### config.mk
export PLATFORM = sky130hd
export DESIGN_NAME = uart_rx
export DESIGN_NICKNAME = d
export VERILOG_FILES = /design/src/rtl/uart_pkg.sv /design/src/rtl/uart_fifo.sv /design/src/rtl/uart_rx.sv
export SDC_FILE = /design/constraint.sdc
export NUM_CORES = 1
export LEC_CHECK = 0
export BUFFER_PORTS_ARGS = -buffer_cell sky130_fd_sc_hd__buf_2
export CAP_MARGIN = 20
export CELL_PAD_IN_SITES_DETAIL_PLACEMENT = 1
export CELL_PAD_IN_SITES_GLOBAL_PLACEMENT = 1
export CORE_ASPECT_RATIO = 0.75
export CORE_MARGIN = 2
export CORE_UTILIZATION = 58
export CTS_BUF_LIST = sky130_fd_sc_hd__clkbuf_16
export CTS_CLUSTER_SIZE = 14
export DETAILED_ROUTE_END_ITERATION = 8
export PLACE_DENSITY = 0.86
export RECOVER_POWER = 50
export REMOVE_ABC_BUFFERS = 1
export SYNTH_ARGS = -nofsm -noshare
export SYNTH_HDL_FRONTEND = slang
export SYNTH_SLANG_ARGS = --single-unit
export TNS_END_PERCENT = 20
### constraint.sdc
create_clock -name clk_i -period 6.2 [get_ports clk_i]
set_input_delay 0.62 -clock clk_i [delete_from_list [all_inputs] [get_ports clk_i]]
set_output_delay 0.62 -clock clk_i [all_outputs]
set_load 0.01 [all_outputs]
### src/rtl/uart_pkg.sv
// Shared UART constants and types used by the transmitter, receiver and their FIFO.
package uart_pkg;

  localparam int BAUD_DIV      = 868;
  localparam int CLK_PERIOD    = 10;
  localparam int RX_FIFO_DEPTH = 16;

  typedef enum logic [1:0] {
    RX_IDLE,
    RX_START,
    RX_DATA,
    RX_STOP
  } rx_state_e;

endpackage

### src/rtl/uart_fifo.sv
// First-word-fall-through synchronous FIFO, shared by the UART transmitter and receiver.
module uart_fifo #(
  parameter int WIDTH = 8,
  parameter int DEPTH = 16
) (
  input  logic             clk_i,
  input  logic             rst_ni,
  input  logic             we,
  input  logic             re,
  input  logic [WIDTH-1:0] din,
  output logic [WIDTH-1:0] dout,
  output logic             empty,
  output logic             full
);

  localparam int AW = $clog2(DEPTH);
  localparam logic [AW:0] PTR_ONE = (AW + 1)'(1);

  logic [WIDTH-1:0] mem [DEPTH];
  logic [AW:0]      wr_ptr;
  logic [AW:0]      rd_ptr;
  logic             do_push;
  logic             do_pop;

  // The extra MSB on each pointer separates full from empty when the indices match.
  assign empty   = (wr_ptr == rd_ptr);
  assign full    = (wr_ptr[AW] != rd_ptr[AW]) && (wr_ptr[AW-1:0] == rd_ptr[AW-1:0]);
  assign do_pop  = re && !empty;
  assign do_push = we && (!full || do_pop);
  assign dout    = empty ? '0 : mem[rd_ptr[AW-1:0]];

  always_ff @(posedge clk_i or negedge rst_ni) begin
    if (!rst_ni) begin
      wr_ptr <= '0;
      rd_ptr <= '0;
    end else begin
      if (do_push) wr_ptr <= wr_ptr + PTR_ONE;
      if (do_pop)  rd_ptr <= rd_ptr + PTR_ONE;
    end
  end

  always_ff @(posedge clk_i) begin
    if (do_push) mem[wr_ptr[AW-1:0]] <= din;
  end

endmodule

### src/rtl/uart_rx.sv
// 8N1 UART receiver: synchronises the line, samples mid-bit and queues bytes in a FWFT FIFO.
module uart_rx #(
  parameter int BAUD_DIV   = uart_pkg::BAUD_DIV,
  parameter int FIFO_DEPTH = uart_pkg::RX_FIFO_DEPTH
) (
  input  logic       clk_i,
  input  logic       rst_ni,
  input  logic       rx_en_i,
  input  logic       rx_bit_i,
  input  logic       rx_re_i,
  output logic [7:0] dout_o,
  output logic       empty_o,
  output logic       full_o,
  output logic       busy_o,
  output logic       frame_err_o,
  output logic       overrun_o
);

  import uart_pkg::*;

  localparam int CNT_W = $clog2(BAUD_DIV);
  localparam logic [CNT_W-1:0] HALF_TGT = CNT_W'(BAUD_DIV / 2 - 1);
  localparam logic [CNT_W-1:0] FULL_TGT = CNT_W'(BAUD_DIV - 1);
  localparam logic [CNT_W-1:0] CNT_ONE  = CNT_W'(1);

  if (BAUD_DIV < 4) begin : g_bad_baud
    $error("uart_rx: BAUD_DIV must be at least 4");
  end
  if (FIFO_DEPTH < 2 || (FIFO_DEPTH & (FIFO_DEPTH - 1)) != 0) begin : g_bad_depth
    $error("uart_rx: FIFO_DEPTH must be a power of two and at least 2");
  end

  rx_state_e        state_q;
  rx_state_e        state_d;
  logic             rx_meta;
  logic             rx_s;
  logic [CNT_W-1:0] baud_cnt;
  logic [2:0]       bit_cnt;
  logic [7:0]       shift_reg;
  logic             baud_tick;
  logic             shift_en;
  logic             push;
  logic             frame_err_d;
  logic             overrun_d;

  // Idle-high reset values keep a quiet line from looking like a start bit.
  always_ff @(posedge clk_i or negedge rst_ni) begin
    if (!rst_ni) begin
      rx_meta <= 1'b1;
      rx_s    <= 1'b1;
    end else begin
      rx_meta <= rx_bit_i;
      rx_s    <= rx_meta;
    end
  end

  always_comb begin
    state_d     = state_q;
    baud_tick   = 1'b0;
    shift_en    = 1'b0;
    push        = 1'b0;
    frame_err_d = 1'b0;
    overrun_d   = 1'b0;
    case (state_q)
      RX_IDLE: begin
        if (rx_en_i && !rx_s) state_d = RX_START;
      end
      RX_START: begin
        baud_tick = (baud_cnt == HALF_TGT);
        if (baud_tick) state_d = rx_s ? RX_IDLE : RX_DATA;
      end
      RX_DATA: begin
        baud_tick = (baud_cnt == FULL_TGT);
        if (baud_tick) begin
          shift_en = 1'b1;
          if (bit_cnt == 3'd7) state_d = RX_STOP;
        end
      end
      RX_STOP: begin
        baud_tick = (baud_cnt == FULL_TGT);
        // Leaving at mid-stop gives half a bit of slack before a back-to-back start edge.
        if (baud_tick) begin
          state_d = RX_IDLE;
          if (!rx_s)                 frame_err_d = 1'b1;
          else if (!full_o || rx_re_i) push      = 1'b1;
          else                       overrun_d   = 1'b1;
        end
      end
      default: state_d = RX_IDLE;
    endcase
  end

  always_ff @(posedge clk_i or negedge rst_ni) begin
    if (!rst_ni) begin
      state_q     <= RX_IDLE;
      baud_cnt    <= '0;
      bit_cnt     <= '0;
      shift_reg   <= '0;
      frame_err_o <= 1'b0;
      overrun_o   <= 1'b0;
    end else begin
      state_q     <= state_d;
      frame_err_o <= frame_err_d;
      overrun_o   <= overrun_d;
      if (state_q == RX_IDLE || state_d != state_q || baud_tick) baud_cnt <= '0;
      else                                                       baud_cnt <= baud_cnt + CNT_ONE;
      if (state_q == RX_START) bit_cnt <= '0;
      else if (shift_en)       bit_cnt <= bit_cnt + 3'd1;
      if (shift_en) shift_reg[bit_cnt] <= rx_s;
    end
  end

  assign busy_o = (state_q != RX_IDLE);

  uart_fifo #(
    .WIDTH (8),
    .DEPTH (FIFO_DEPTH)
  ) u_fifo (
    .clk_i  (clk_i),
    .rst_ni (rst_ni),
    .we     (push),
    .re     (rx_re_i),
    .din    (shift_reg),
    .dout   (dout_o),
    .empty  (empty_o),
    .full   (full_o)
  );

endmodule

==> results.sh, run 1 <==
export IMPL_drtIter0Drc=462
export IMPL_wl_per_cell_um=28.57
export IMPL_grtUsageTotal_pct=29.19
export IMPL_synth_most_common_cell="edfxtp_1"
export IMPL_insertion_delay_ns=0.43
export IMPL_drc_errors=0
export IMPL_maxCapViolCount=1
export IMPL_place_area_mm2=0.007104
export IMPL_met3WireLength_um=1342
export IMPL_initial_core_util_pct=59.48
export IMPL_io_buffers=17
export IMPL_ctsResizeCount=0
export IMPL_tightest_slew_ns=2.084
export IMPL_stdcell_area_mm2=0.007711
export IMPL_cts_root_buf="clkbuf_16"
export IMPL_synth_area_top_cells="edfxtp_1 56%, dfrtp_1 13%, mux4_2 10%"
export IMPL_cts_htree_levels=4
export IMPL_grt_setup_unrepaired="false"
export IMPL_powerDensity_mw_per_mm2=369.8
export IMPL_rows=34
export IMPL_crit_required_ns=5.58
export IMPL_hold_buffers=0
export IMPL_postCtsSetupBuffers=0
export IMPL_area_growth_pct=11.63
export IMPL_wl_met2_um=8364
export IMPL_wl_met1_um=6908
export IMPL_ios=18
export IMPL_peakVddDrop_uv=288.3
export IMPL_min_path_type="input port to flip-flop"
export IMPL_stdcell_count=598
export IMPL_dp_hpwl_um=10450
export IMPL_ant_nets=0
export IMPL_yosysWarnings=0
export IMPL_status="finished with violations"
export IMPL_layout_drive_gt1_share_pct=22.99
export IMPL_clk_path_buf_depth=2
export IMPL_crit_path_start_kind="flip-flop"
export IMPL_path_clk_slew_ns=0.06
export IMPL_synth_common_cells="128 x edfxtp_1, 35 x dfrtp_1, 32 x mux4_2"
export IMPL_fin_crit_ns=3.608
export IMPL_core_mm2=0.01161
export IMPL_viasPerCell=6.548
export IMPL_antenna_found_initial=1
export IMPL_dieWidth_um=130.0
export IMPL_crit_path_end_kind="output port"
export IMPL_cts_made_buffers=17
export IMPL_synth_cell_types=49
export IMPL_setup_tns_final_ns=0
export IMPL_multi_input_area_mm2=0.001994
export IMPL_critPathMaxFanout=19
export IMPL_largest_reg_flops=128
export IMPL_crit_arrival_ns=2.99
export IMPL_max_slew_margin_pct=-38.95
export IMPL_async_reset_ff_share_pct=22.42
export IMPL_finalSetupViolations=0
export IMPL_wl_um=17090
export IMPL_synth_top_area_share_pct=55.64
export IMPL_finClkSkew_ns=0.01062
export IMPL_ys_seq_area_share_pct=69.08
export IMPL_final_hold_violation_count=0
export IMPL_worstSetupPathType="flip-flop to output port"
export IMPL_die_h_um=98.51
export IMPL_grt_max_degree=38
export IMPL_seq_area_mm2=0.004773
export IMPL_max_freq_mhz=277.1
export IMPL_via_count=3916
export IMPL_synth_seq_cells=165
export IMPL_syn_area_per_cell_um2=17.14
export IMPL_final_nets=436
export IMPL_synth_top_cell_by_area="edfxtp_1"
export IMPL_dp_cells=565
export IMPL_place_gp_congestion=0.7904
export IMPL_cts_tree="done"
export IMPL_synth_ff_type="edfxtp_1"
export IMPL_synth_edff_count=128
export IMPL_grt_pass1_wl_um=26170
export IMPL_fillerInstances=1001
export IMPL_violations="max-capacitance violations, max-slew violations"
export IMPL_grt_overflow=0
export IMPL_slew_violations=38
export IMPL_top_layer_used="met4"
export IMPL_first_pass_iters=5
export IMPL_p_leak_uw=0.003001
export IMPL_cts_num_sinks=165
export IMPL_grt_pass1_vias=4189
export IMPL_dieArea_mm2=0.01281
export IMPL_min_period_over_period_pct=58.20
export IMPL_syn_cell_area_mm2=0.006908
export IMPL_synthCells=403
-- kinds of logic (layout without fill, tap and decap cells) --
family / after synthesis / in the layout / synth area share (%)
compound gates: 45 / 45 / 4.728
other cells: 0 / 1 / 0
simple gates: 93 / 93 / 7.625
fa+ha+maj: 9 / 9 / 1.630
xor+xnor: 21 / 21 / 2.771
buf+inv: 28 / 60 / 2.047
flops: 165 / 165 / 69.08
mux: 42 / 42 / 12.12
-- per-stage QoR --
step | hold slack (ns) | util [%] | total power (uW) | setup slack [ns]
after detailed placement | 0.3501 | 61.17 | 1767 | 3.053
after global routing | 0.2732 | 66.38 | 2937 | 2.381
final | 0.2874 | 66.40 | 2851 | 2.592
after floorplan | 0.3244 | - | 1618 | 2.780
after global placement | 0.3496 | 61.17 | 1734 | 3.202
after CTS | 0.2753 | 66.41 | 2859 | 2.586
-- critical path, stage by stage, from the launching register on --
cell and delay [ns]:
dfrtp_2 0.82, xor2_1 0.22, nor4_4 0.69, and2_1 0.52, a21oi_1 0.13, buf_2 0.17
-- cell type report --
cell class	count	area share, %
diodes	1	0.03245
repair buffers	19	1.249
clock inverters	15	2.369
well taps	162	2.629
flip-flops and latches	165	61.90
multi-input cells	210	25.86
inverters	9	0.4381
clock buffers	17	5.517
-- routing by layer --
layer | vias to the layer above | GRT usage, %
li1 | 1621 | -
met5 | - | 0
met1 | 2062 | 39.22
met2 | 195 | 44.70
met4 | 0 | 11.25
met3 | 38 | 9.935
-- power breakdown --
part | switching [uW] | internal, uW
sequential | 98.4 | 1210
combinational | 259 | 195
clock | 451 | 635
total | 808 | 2040
-- cell usage in the layout, fill, tap and decap left out, types with 2 or more instances in the layout --
master	Yosys	final
edfxtp_1	128	128
dfrtp_1	35	34
mux4_2	32	32
nor2_1	25	25
and3_1	17	17
clkbuf_16	0	17
a22oi_1	16	16
nand2_1	15	15
buf_2	4	14
xor2_1	13	13
a21oi_1	12	12
ha_1	9	9
inv_1	8	8
nand3_1	8	8
mux2_2	8	8
xnor2_1	7	7
nor2b_1	6	6
clkinvlp_4	0	6
and2_1	4	4
nand4_1	4	4
nor3_1	4	4
clkinv_4	0	4
a31oi_1	3	3
o22ai_1	3	3
bufinv_16	0	3
clkbuf_1	5	3
clkinv_1	1	2
nor4_1	2	2
a2bb2oi_1	2	2
a211oi_1	2	2
buf_4	4	2
dfstp_2	2	2
-- final timing paths --
check / slack (ns) / from / to / cells past startpoint
hold reg to reg: 0.36 / rx_meta$_DFF_PN1_ / rx_s$_DFF_PN1_ / 0
setup reg to reg: 3.38 / u_fifo.rd_ptr[0]$_DFFE_PN0P_ / u_fifo.mem[6][6]$_DFFE_PP_ / 4
min in group asynchronous: 0.78 / rst_ni / state_q[0]$_DFF_PN0_ / 1
setup / recovery: 2.59 / u_fifo.rd_ptr[0]$_DFFE_PN0P_ / dout_o[2] / 5
hold / removal: 0.29 / rx_bit_i / rx_meta$_DFF_PN1_ / 1
max in group asynchronous: 4.06 / rst_ni / u_fifo.rd_ptr[0]$_DFFE_PN0P_ / 1
No activity file was read; power rests on OpenSTA's default activity.
==> run 2, diff against run 1 <==
- ABC_AREA: unset -> 1
- CORE_UTILIZATION: 58 -> 50
- PLACE_DENSITY: 0.86 -> 0.8
- clock period: 6.2 -> 3.4 ns (I/O delays scaled with it)
==> results.sh, run 2 <==
export IMPL_grt_pass1_wl_um=30350
export IMPL_grt_max_degree=38
export IMPL_slew_violations=38
export IMPL_max_slew_margin_pct=-39.57
export IMPL_synth_ff_type="edfxtp_1"
export IMPL_crit_required_ns=3.06
export IMPL_ant_nets=0
export IMPL_cts_htree_levels=4
export IMPL_wl_um=19310
export IMPL_cts_tree="done"
export IMPL_crit_arrival_ns=2.71
export IMPL_antenna_found_initial=0
export IMPL_ys_seq_area_share_pct=66.97
export IMPL_violations="max-capacitance violations, max-slew violations"
export IMPL_fillerInstances=1432
export IMPL_stdcell_count=873
export IMPL_multi_input_area_mm2=0.002023
export IMPL_synth_top_cell_by_area="edfxtp_1"
export IMPL_grt_setup_unrepaired="false"
export IMPL_final_hold_violation_count=0
export IMPL_largest_reg_flops=128
export IMPL_finalSetupViolations=0
export IMPL_path_clk_slew_ns=0.06
export IMPL_dp_slack_ns=0.7576
export IMPL_first_pass_iters=5
export IMPL_finClkSkew_ns=0.01322
export IMPL_finalWorstSetupSlack_ns=0.3539
export IMPL_slowest_delay_ns=0.77
export IMPL_postCtsSetupBuffers=0
export IMPL_r2r_end="u_fifo.mem[11][4]$_DFFE_PP_"
export IMPL_r2r_start="baud_cnt[0]$_DFF_PN0_"
export IMPL_worstRegToRegCells=9
export IMPL_crit_chain="buf_4 -> o21ai_0 -> o22ai_1 -> nand2_1 -> nand2_1 -> inv_1 -> a21oi_1 -> buf_2"
export IMPL_async_reset_ff_share_pct=22.42
export IMPL_worstSetupPathType="flip-flop to output port"
export IMPL_initial_core_util_pct=51.48
export IMPL_dp_cells=840
export IMPL_cpMaxStageDelayCell="dfrtp_2"
export IMPL_synth_area_top_cells="edfxtp_1 54%, dfrtp_1 12%, nor2_1 6.2%"
export IMPL_die_h_um=107.4
export IMPL_final_common_cell="edfxtp_1"
export IMPL_cts_num_sinks=165
export IMPL_crit_top_cell="nand2_1"
export IMPL_seq_area_mm2=0.004773
export IMPL_maxCapViolCount=1
export IMPL_p_leak_uw=0.003326
export IMPL_viasPerCell=5.754
export IMPL_place_gp_congestion=0.8494
export IMPL_worstSetupEndpoint="dout_o[2]"
export IMPL_wl_per_cell_um=22.12
export IMPL_rows=37
export IMPL_synthCells=655
export IMPL_peakVddDrop_uv=519.1
export IMPL_grtUsageTotal_pct=27.35
export IMPL_status="finished with violations"
export IMPL_dieArea_mm2=0.01523
export IMPL_synth_common_cells="128 x edfxtp_1, 118 x nor2_1, 87 x nand2_1"
export IMPL_synth_seq_cells=165
export IMPL_crit_start="u_fifo.rd_ptr[0]$_DFFE_PN0P_"
export IMPL_powerDensity_mw_per_mm2=790.7
export IMPL_cts_made_buffers=17
export IMPL_grt_pass1_vias=5324
export IMPL_syn_area_per_cell_um2=10.88
export IMPL_final_nets=699
export IMPL_synth_edff_count=128
export IMPL_dieWidth_um=141.8
export IMPL_grt_overflow=0
export IMPL_crit_path_end_kind="output port"
export IMPL_area_growth_pct=13.36
export IMPL_io_buffers=17
export IMPL_r2r_slack_ns=0.58
export IMPL_synth_cell_types=31
export IMPL_insertion_delay_ns=0.44
export IMPL_drtIter0Drc=490
export IMPL_ctsResizeCount=0
export IMPL_yosysWarnings=0
export IMPL_synth_top_area_share_pct=53.94
export IMPL_tightest_slew_ns=2.094
export IMPL_n_antenna_cell=0
export IMPL_ios=18
export IMPL_dp_hpwl_um=12120
export IMPL_drc_errors=0
export IMPL_whs_ns=0.1894
export IMPL_syn_cell_area_mm2=0.007126
export IMPL_layout_drive_gt1_share_pct=10.89
export IMPL_cts_root_buf="clkbuf_16"
export IMPL_via_count=5023
export IMPL_synth_most_common_cell="edfxtp_1"
export IMPL_hold_buffers=1
export IMPL_max_freq_mhz=328.3
export IMPL_layout_common_cells="128 x edfxtp_1, 119 x nor2_1, 87 x nand2_1"
export IMPL_crit_path_start_kind="flip-flop"
export IMPL_clk_path_buf_depth=2
export IMPL_min_path_type="input port to flip-flop"
export IMPL_core_mm2=0.01384
export IMPL_critPathMaxFanout=35
export IMPL_setup_tns_final_ns=0
export IMPL_fin_crit_ns=3.046
export IMPL_min_period_over_period_pct=89.59
run 2: cell types whose count changed in the layout (fill, tap and decap cells not counted), moves of 17 or more:
cell and change:
inv_1 +43, mux4_2 -32, and3_1 -17, nor2_1 +94, nand2_1 +72, o21ai_0 +69
run 2: per-stage QoR:
step,power [uW],utilization (%),area [um2]
2_1_floorplan,3578,-,7013
3_3_place_gp,4160,53.79,7446
3_5_place_dp,4267,53.79,7446
4_1_cts,6388,58.45,8090
5_1_grt,6696,58.36,8078
6_report,6387,58.36,8078
run 2: cell type report:
| type | instances | share of cell area [%] |
|---|---|---|
| inverter | 56 | 2.602 |
| multi-input combinational | 410 | 25.05 |
| sequential | 165 | 59.09 |
| clock inverter | 15 | 2.587 |
| tap | 175 | 2.711 |
| clock buffer | 17 | 5.266 |
| timing repair buffer | 35 | 2.695 |
run 2: power breakdown:
part           switching, uW  internal [uW]  leakage, uW  total (uW)
Combinational           1270            606      0.00110        1880
Sequential               180           2230      0.00192        2410
Clock                    804           1290     0.000310        2100
Total                   2260           4130      0.00333        6390
run 2: how the worst min path moves through the flow:
stage | startpoint | end | slack, ns | cells past startpoint
floorplan | rst_ni | baud_cnt[0]$_DFF_PN0_ | 0.04 | 0
global placement | rx_meta$_DFF_PN1_ | rx_s$_DFF_PN1_ | 0.35 | 0
detailed placement | rx_meta$_DFF_PN1_ | rx_s$_DFF_PN1_ | 0.35 | 0
CTS | rst_ni | bit_cnt[1]$_DFFE_PN0P_ | 0.04 | 1
global route | rx_en_i | state_q[0]$_DFF_PN0_ | 0.23 | 3
finish | rx_en_i | state_q[0]$_DFF_PN0_ | 0.19 | 3
run 2: cell families after synthesis:
kind of cell / synth area share [%]
simple gates: 16.17
flops: 66.97
compound gates: 9.763
buf+inv: 4.530
fa+ha+maj: 1.580
xor+xnor: 0.9834
run 2: worst max-delay path, delay by kind of cell, from the launching register on:
kind	cells	cell delay, ns
buffers and inverters	3	0.65
flip-flops	1	0.77
AO/OA/AOI/OAI	3	0.66
AND/OR/NAND/NOR	2	0.18
run 2: routing by layer:
metal	part of all wire (%)	wire length [um]	global-route usage, %
met2	48	9296	44.14
met3	4.2	813	4.715
met1	46	8913	38.06
met4	1.5	289	9.214
met5	0	0	0
